==> config.mk <==
export PLATFORM = sky130hd
export DESIGN_NAME = rom_loader
export DESIGN_NICKNAME = d
export VERILOG_FILES = /design/src/rtl/rom_loader.sv
export SDC_FILE = /design/constraint.sdc
export NUM_CORES = 1
export LEC_CHECK = 0
export ABC_AREA = 1
export BUFFER_PORTS_ARGS = -buffer_cell sky130_fd_sc_hd__buf_4
export CAP_MARGIN = 20
export CELL_PAD_IN_SITES_DETAIL_PLACEMENT = 0
export CELL_PAD_IN_SITES_GLOBAL_PLACEMENT = 1
export CORE_MARGIN = 5
export CORE_UTILIZATION = 42
export CTS_CLUSTER_DIAMETER = 40
export DETAILED_ROUTE_END_ITERATION = 7
export GPL_TIMING_DRIVEN = 0
export PLACE_DENSITY_LB_ADDON = 0.1
export SETUP_SLACK_MARGIN = 0.4
export SYNTH_ARGS = -nofsm -noshare
export SYNTH_HDL_FRONTEND = slang
export SYNTH_SLANG_ARGS = --single-unit
==> constraint.sdc <==
create_clock -name clk -period 5.1 [get_ports clk]
set_input_delay 0.51 -clock clk [delete_from_list [all_inputs] [get_ports clk]]
set_output_delay 0.51 -clock clk [all_outputs]
set_load 0.03 [all_outputs]
==> src/rtl/rom_loader.sv <==
// Byte-stream loader for the boot ROM write port: 2-byte big-endian start address, then data bytes.
// Define ROM_LOADER_CRC16_EN for a CRC-16/CCITT-FALSE checksum; otherwise an 8-bit additive sum.
module rom_loader #(
    parameter int ADDR_W = 16
) (
    input  logic              clk,
    input  logic              rst_n,
    input  logic              start,
    input  logic              stop,
    input  logic              in_valid,
    input  logic [7:0]        in_data,
    output logic              in_ready,
    output logic              loader_act,
    output logic [ADDR_W-1:0] loader_a,
    output logic [7:0]        loader_d,
    output logic              loader_wr,
    output logic [16:0]       byte_cnt,
    output logic [15:0]       checksum,
    output logic              addr_wrap,
    output logic              done,
    output logic [2:0]        dbg_state
);

    // Handshake: a byte moves on any cycle with in_valid & in_ready; in_ready depends only on state.
    typedef enum logic [2:0] {IDLE, ADDR_HI, ADDR_LO, DATA, DONE} state_t;

`ifdef ROM_LOADER_CRC16_EN
    localparam logic [15:0] CS_INIT = 16'hFFFF;

    function automatic logic [15:0] crc16_byte(input logic [15:0] c_in, input logic [7:0] d);
        logic [15:0] c;
        c = c_in;
        for (int i = 7; i >= 0; i--) begin
            if (c[15] ^ d[i]) c = {c[14:0], 1'b0} ^ 16'h1021;
            else              c = {c[14:0], 1'b0};
        end
        return c;
    endfunction
`else
    localparam logic [15:0] CS_INIT = 16'h0000;
`endif

    state_t            state, state_next;
    logic [7:0]        addr_hi;
    logic [ADDR_W-1:0] addr;
    logic              accept;
    logic [15:0]       cs_next;

    assign dbg_state = state;

    always_comb begin
        state_next = state;
        in_ready   = (state == ADDR_HI) || (state == ADDR_LO) || (state == DATA);
        accept     = in_valid && in_ready;
        done       = (state == DONE);
`ifdef ROM_LOADER_CRC16_EN
        cs_next    = crc16_byte(checksum, in_data);
`else
        cs_next    = {8'h00, checksum[7:0] + in_data};
`endif
        if (start) begin
            state_next = ADDR_HI;
        end else begin
            case (state)
                ADDR_HI: if (stop) state_next = DONE; else if (accept) state_next = ADDR_LO;
                ADDR_LO: if (stop) state_next = DONE; else if (accept) state_next = DATA;
                DATA:    if (stop) state_next = DONE;
                DONE:    state_next = IDLE;
                default: state_next = IDLE;
            endcase
        end
    end

    always_ff @(posedge clk) begin
        if (!rst_n) begin
            state      <= IDLE;
            addr_hi    <= 8'h00;
            addr       <= '0;
            loader_act <= 1'b0;
            loader_a   <= '0;
            loader_d   <= 8'h00;
            loader_wr  <= 1'b0;
            byte_cnt   <= 17'd0;
            checksum   <= CS_INIT;
            addr_wrap  <= 1'b0;
        end else begin
            state      <= state_next;
            loader_act <= (state_next != IDLE);
            loader_wr  <= 1'b0;
            // start wins over any byte presented in the same cycle; that byte is discarded.
            if (start) begin
                byte_cnt  <= 17'd0;
                checksum  <= CS_INIT;
                addr_wrap <= 1'b0;
            end else if (accept) begin
                case (state)
                    ADDR_HI: addr_hi <= in_data;
                    ADDR_LO: addr    <= ADDR_W'({addr_hi, in_data});
                    DATA: begin
                        loader_wr <= 1'b1;
                        loader_a  <= addr;
                        loader_d  <= in_data;
                        addr      <= addr + ADDR_W'(1);
                        checksum  <= cs_next;
                        if (addr == '1) addr_wrap <= 1'b1;
                        if (byte_cnt != 17'h1FFFF) byte_cnt <= byte_cnt + 17'd1;
                    end
                    default: ;
                endcase
            end
        end
    end

endmodule
==> summary.txt <==
Pwr
  • Pint: 985 uW
  • Leakage: 2.07 nW
  • Net Switching: 302 uW
  • Peak supply drop: 141 uV
  • Cell Pwr Density: 256 nW/um^2
  • Combinational Power Share: 6.0%
  • Part of the power in the clock network: 45.7%
  • Sw frac: 23.5%
  • Reg power frac: 48.2%

Route
  • Via density: 4.90
  • Total wire length: 11.7 mm
  • DRC Markers: 0
  • DRT iter0 DRCs: 204
  • WL/cell: 14.2 um
  • Initial DRT Pass Iterations: 5
  • Routed Antenna Nets: 0
  • Total number of vias: 4045

CTS
  • Post-CTS Resized: 0
  • H-tree lvl count: 3
  • Postcts setup bufs: 0
  • Deepest clock path buffer count: 2
  • Worst skew pair latency: 0.36 ns
  • Cts hold-fix bufs: 0
  • CTS Buf Count: 9
  • Root Buffer: clkbuf_8
  • Worst-path clk slew: 0.08 ns
  • Num Clock Sinks: 79
  • CTS tree: built

STA
  • Final period util: 48.8%
  • Least-Margin Pin Slew: 0.524 ns
  • Max Fclk: 0.402 GHz
  • Setup Skew: 0.0121 ns
  • RSZ-0062 raised after global routing: no
  • Fin crit period: 2.49 ns
  • Final Setup Violations: 0
  • Hold Vio Cnt, Final: 0
  • Slew headroom: 65.1%
  • Max-slew violations: 0
  • Setup TNS: 0 ns

Synth
  • Leading area contributor after synthesis: dfxtp_1
  • EDFF count, synth: 0
  • YS warnings: 0
  • Netlist cell types: 35
  • Synth top area share: 38.9%
  • Post-synthesis instance area: 4070 um^2
  • Most common cell in the netlist: nand2_1
  • Share of flip-flops with an asynchronous set or reset: 0%
  • Count of mapped cells out of synthesis: 600
  • Post-synthesis sequential area ratio: 38.9%
  • Synth top area cells: dfxtp_1 (39%), nand2_1 (13%), a21oi_1 (9.0%)
  • Number of synthesized register bits: 79
  • Synth Flop Type: dfxtp_1
  • Average size of a mapped cell: 6.78 um^2
  • Leading cell types by count after synthesis: nand2_1 (144), dfxtp_1 (79), a21oi_1 (73)

Setup path
  • FF-to-FF Start: byte_cnt[0]
  • CP Class: reg2out
  • Worst Path Required: 4.59 ns
  • Worst setup SP type: register
  • Arr. time, crit path: 1.98 ns
  • Reg2Reg Depth: 10
  • Crit Path Max Fanout: 10
  • Reg2reg end: byte_cnt[4]
  • Worst Setup End Kind: output port
  • Worst R2R Setup Slack: 2.95 ns

GRT
  • Gr usage total: 20.5%
  • Antenna violations before repair: 0
  • Global-route wire length before repair: 18.9 mm
  • Vias in the first global route: 3733
  • GRT overflow: 0
  • Largest net degree at the start of global routing: 15

Floorplanning
  • Die boundary height: 108 um
  • Row cnt: 36
  • Core ar.: 9590 um^2
  • Starting Density: 42.4%
  • Die area: 11800 um^2
  • Die Width: 108 um
  • Number of I/O pins: 78

Run
  • Max-cap viol count: 0

Worst hold path
  • Worst hold start: stop
  • Hold endpoint: loader_act
  • Hold depth: 3
  • Worst hold path class: in2reg

Layout
  • Layout area overhead: 23.7%
  • # diodes: 0
  • Layout cells sized above 1: 17.9%
  • Final #Nets: 711
  • Fin cells: 825
  • Finished Cell Area: 5030 um^2

Placement
  • GPL Wtd Cong: 0.883
  • Port bufs: 69
  • Placed Cells incl. Taps: 809
  • Post-DP HPWL: 8.90 mm
  • Post-placement cell area: 4780 um^2

Run status
  • Outcome: finished, final reports clean
==> metrics by stage <==
step	utilization [%]	worst slack [ns]	hold WS [ns]	power, mW
finish	52.5	2.61	0.403	1.29
global placement	49.8	2.97	0.436	0.713
floorplan	-	3.00	0.423	0.683
detailed placement	49.8	2.96	0.439	0.713
CTS	52.5	2.57	0.392	1.30
global route	52.5	2.45	0.404	1.34
==> registers in the layout, summed over array words and instances, names as in the netlist <==
| signal | flops |
|---|---|
| loader_d | 8 |
| checksum | 8 |
| addr | 16 |
| addr_wrap | 1 |
| byte_cnt | 17 |
| dbg_state | 3 |
| loader_act | 1 |
| loader_wr | 1 |
| loader_a | 16 |
| addr_hi | 8 |
==> cells in the final DEF (no fill, tap or decap) <==
cell and n:
inv_1 60, inv_6 1, o21ai_1 8, a31oi_1 1, xnor2_1 6, nor3b_1 1
bufinv_16 3, nor2_4 4, o311ai_0 1, nand2_1 144, o21a_1 2, o22ai_1 2
nand3_1 50, nand2b_1 1, xor2_1 4, nand4_1 11, conb_1 8, nor4_1 1
clkbuf_8 10, nor2_2 2, nor3_1 8, or2_2 2, o211ai_1 1, o221ai_1 1
nor2_1 56, buf_4 78, fa_1 1, a211oi_1 1, a21oi_1 73, dfxtp_1 79
o21ai_0 26, ha_1 10, nand2_2 2, buf_2 12, inv_2 8, clkinv_4 2
clkbuf_1 9, nand3b_1 2, and3_1 1
==> final cells by class <==
class | instances | area, um^2
Multi-Input combinational cell | 430 | 2100
Clock inverter | 6 | 116
Clock buffer | 10 | 138
Timing Repair Buffer | 69 | 518
Fill cell | 1002 | 4560
Tap cell | 133 | 166
Inverter | 68 | 255
Buffer | 30 | 161
Sequential cell | 79 | 1580
==> metal layers <==
layer / up-vias / GRT usage [%] / part of all wire (%)
li1: 2108 / - / -
met1: 1849 / 26.3 / 46
met2: 77 / 35.0 / 50
met3: 11 / 4.12 / 3.3
met4: 0 / 5.32 / 1.2
met5: - / 0 / 0
==> worst max-delay path, cell delays in order (launching register included) <==
cell and delay [ns]:
dfxtp_1 0.57, clkbuf_1 0.45, buf_2 0.34, nor3_1 0.10
buf_4 0.17
==> cells by family after synthesis <==
logic type      after synthesis  share of synthesized area [%]
simple gates                285                           30.3
compound gates              116                           14.8
buf+inv                      98                           10.2
flops                        79                           38.9
fa+ha+maj                    11                           3.57
xor+xnor                     10                           2.15
other cells                   1                         0.0921
==> how the worst max path moves through the flow <==
stage	startpoint	to	cells after the start
2_1_floorplan	dbg_state[0]	done	3
3_3_place_gp	dbg_state[0]	done	4
3_5_place_dp	byte_cnt[0]	byte_cnt[4]	10
4_1_cts	dbg_state[0]	done	4
5_1_grt	dbg_state[0]	done	4
6_report	dbg_state[0]	done	4
==> power by group through the flow <==
stage	clock (mW)	sequential, mW	combinational [mW]
global route	0.631	0.622	0.0854
CTS	0.603	0.621	0.0774
floorplan	0	0.637	0.0456
global placement	0	0.636	0.0770
finish	0.589	0.621	0.0775
detailed placement	0	0.635	0.0772
Power figures use the tool's default switching activity.
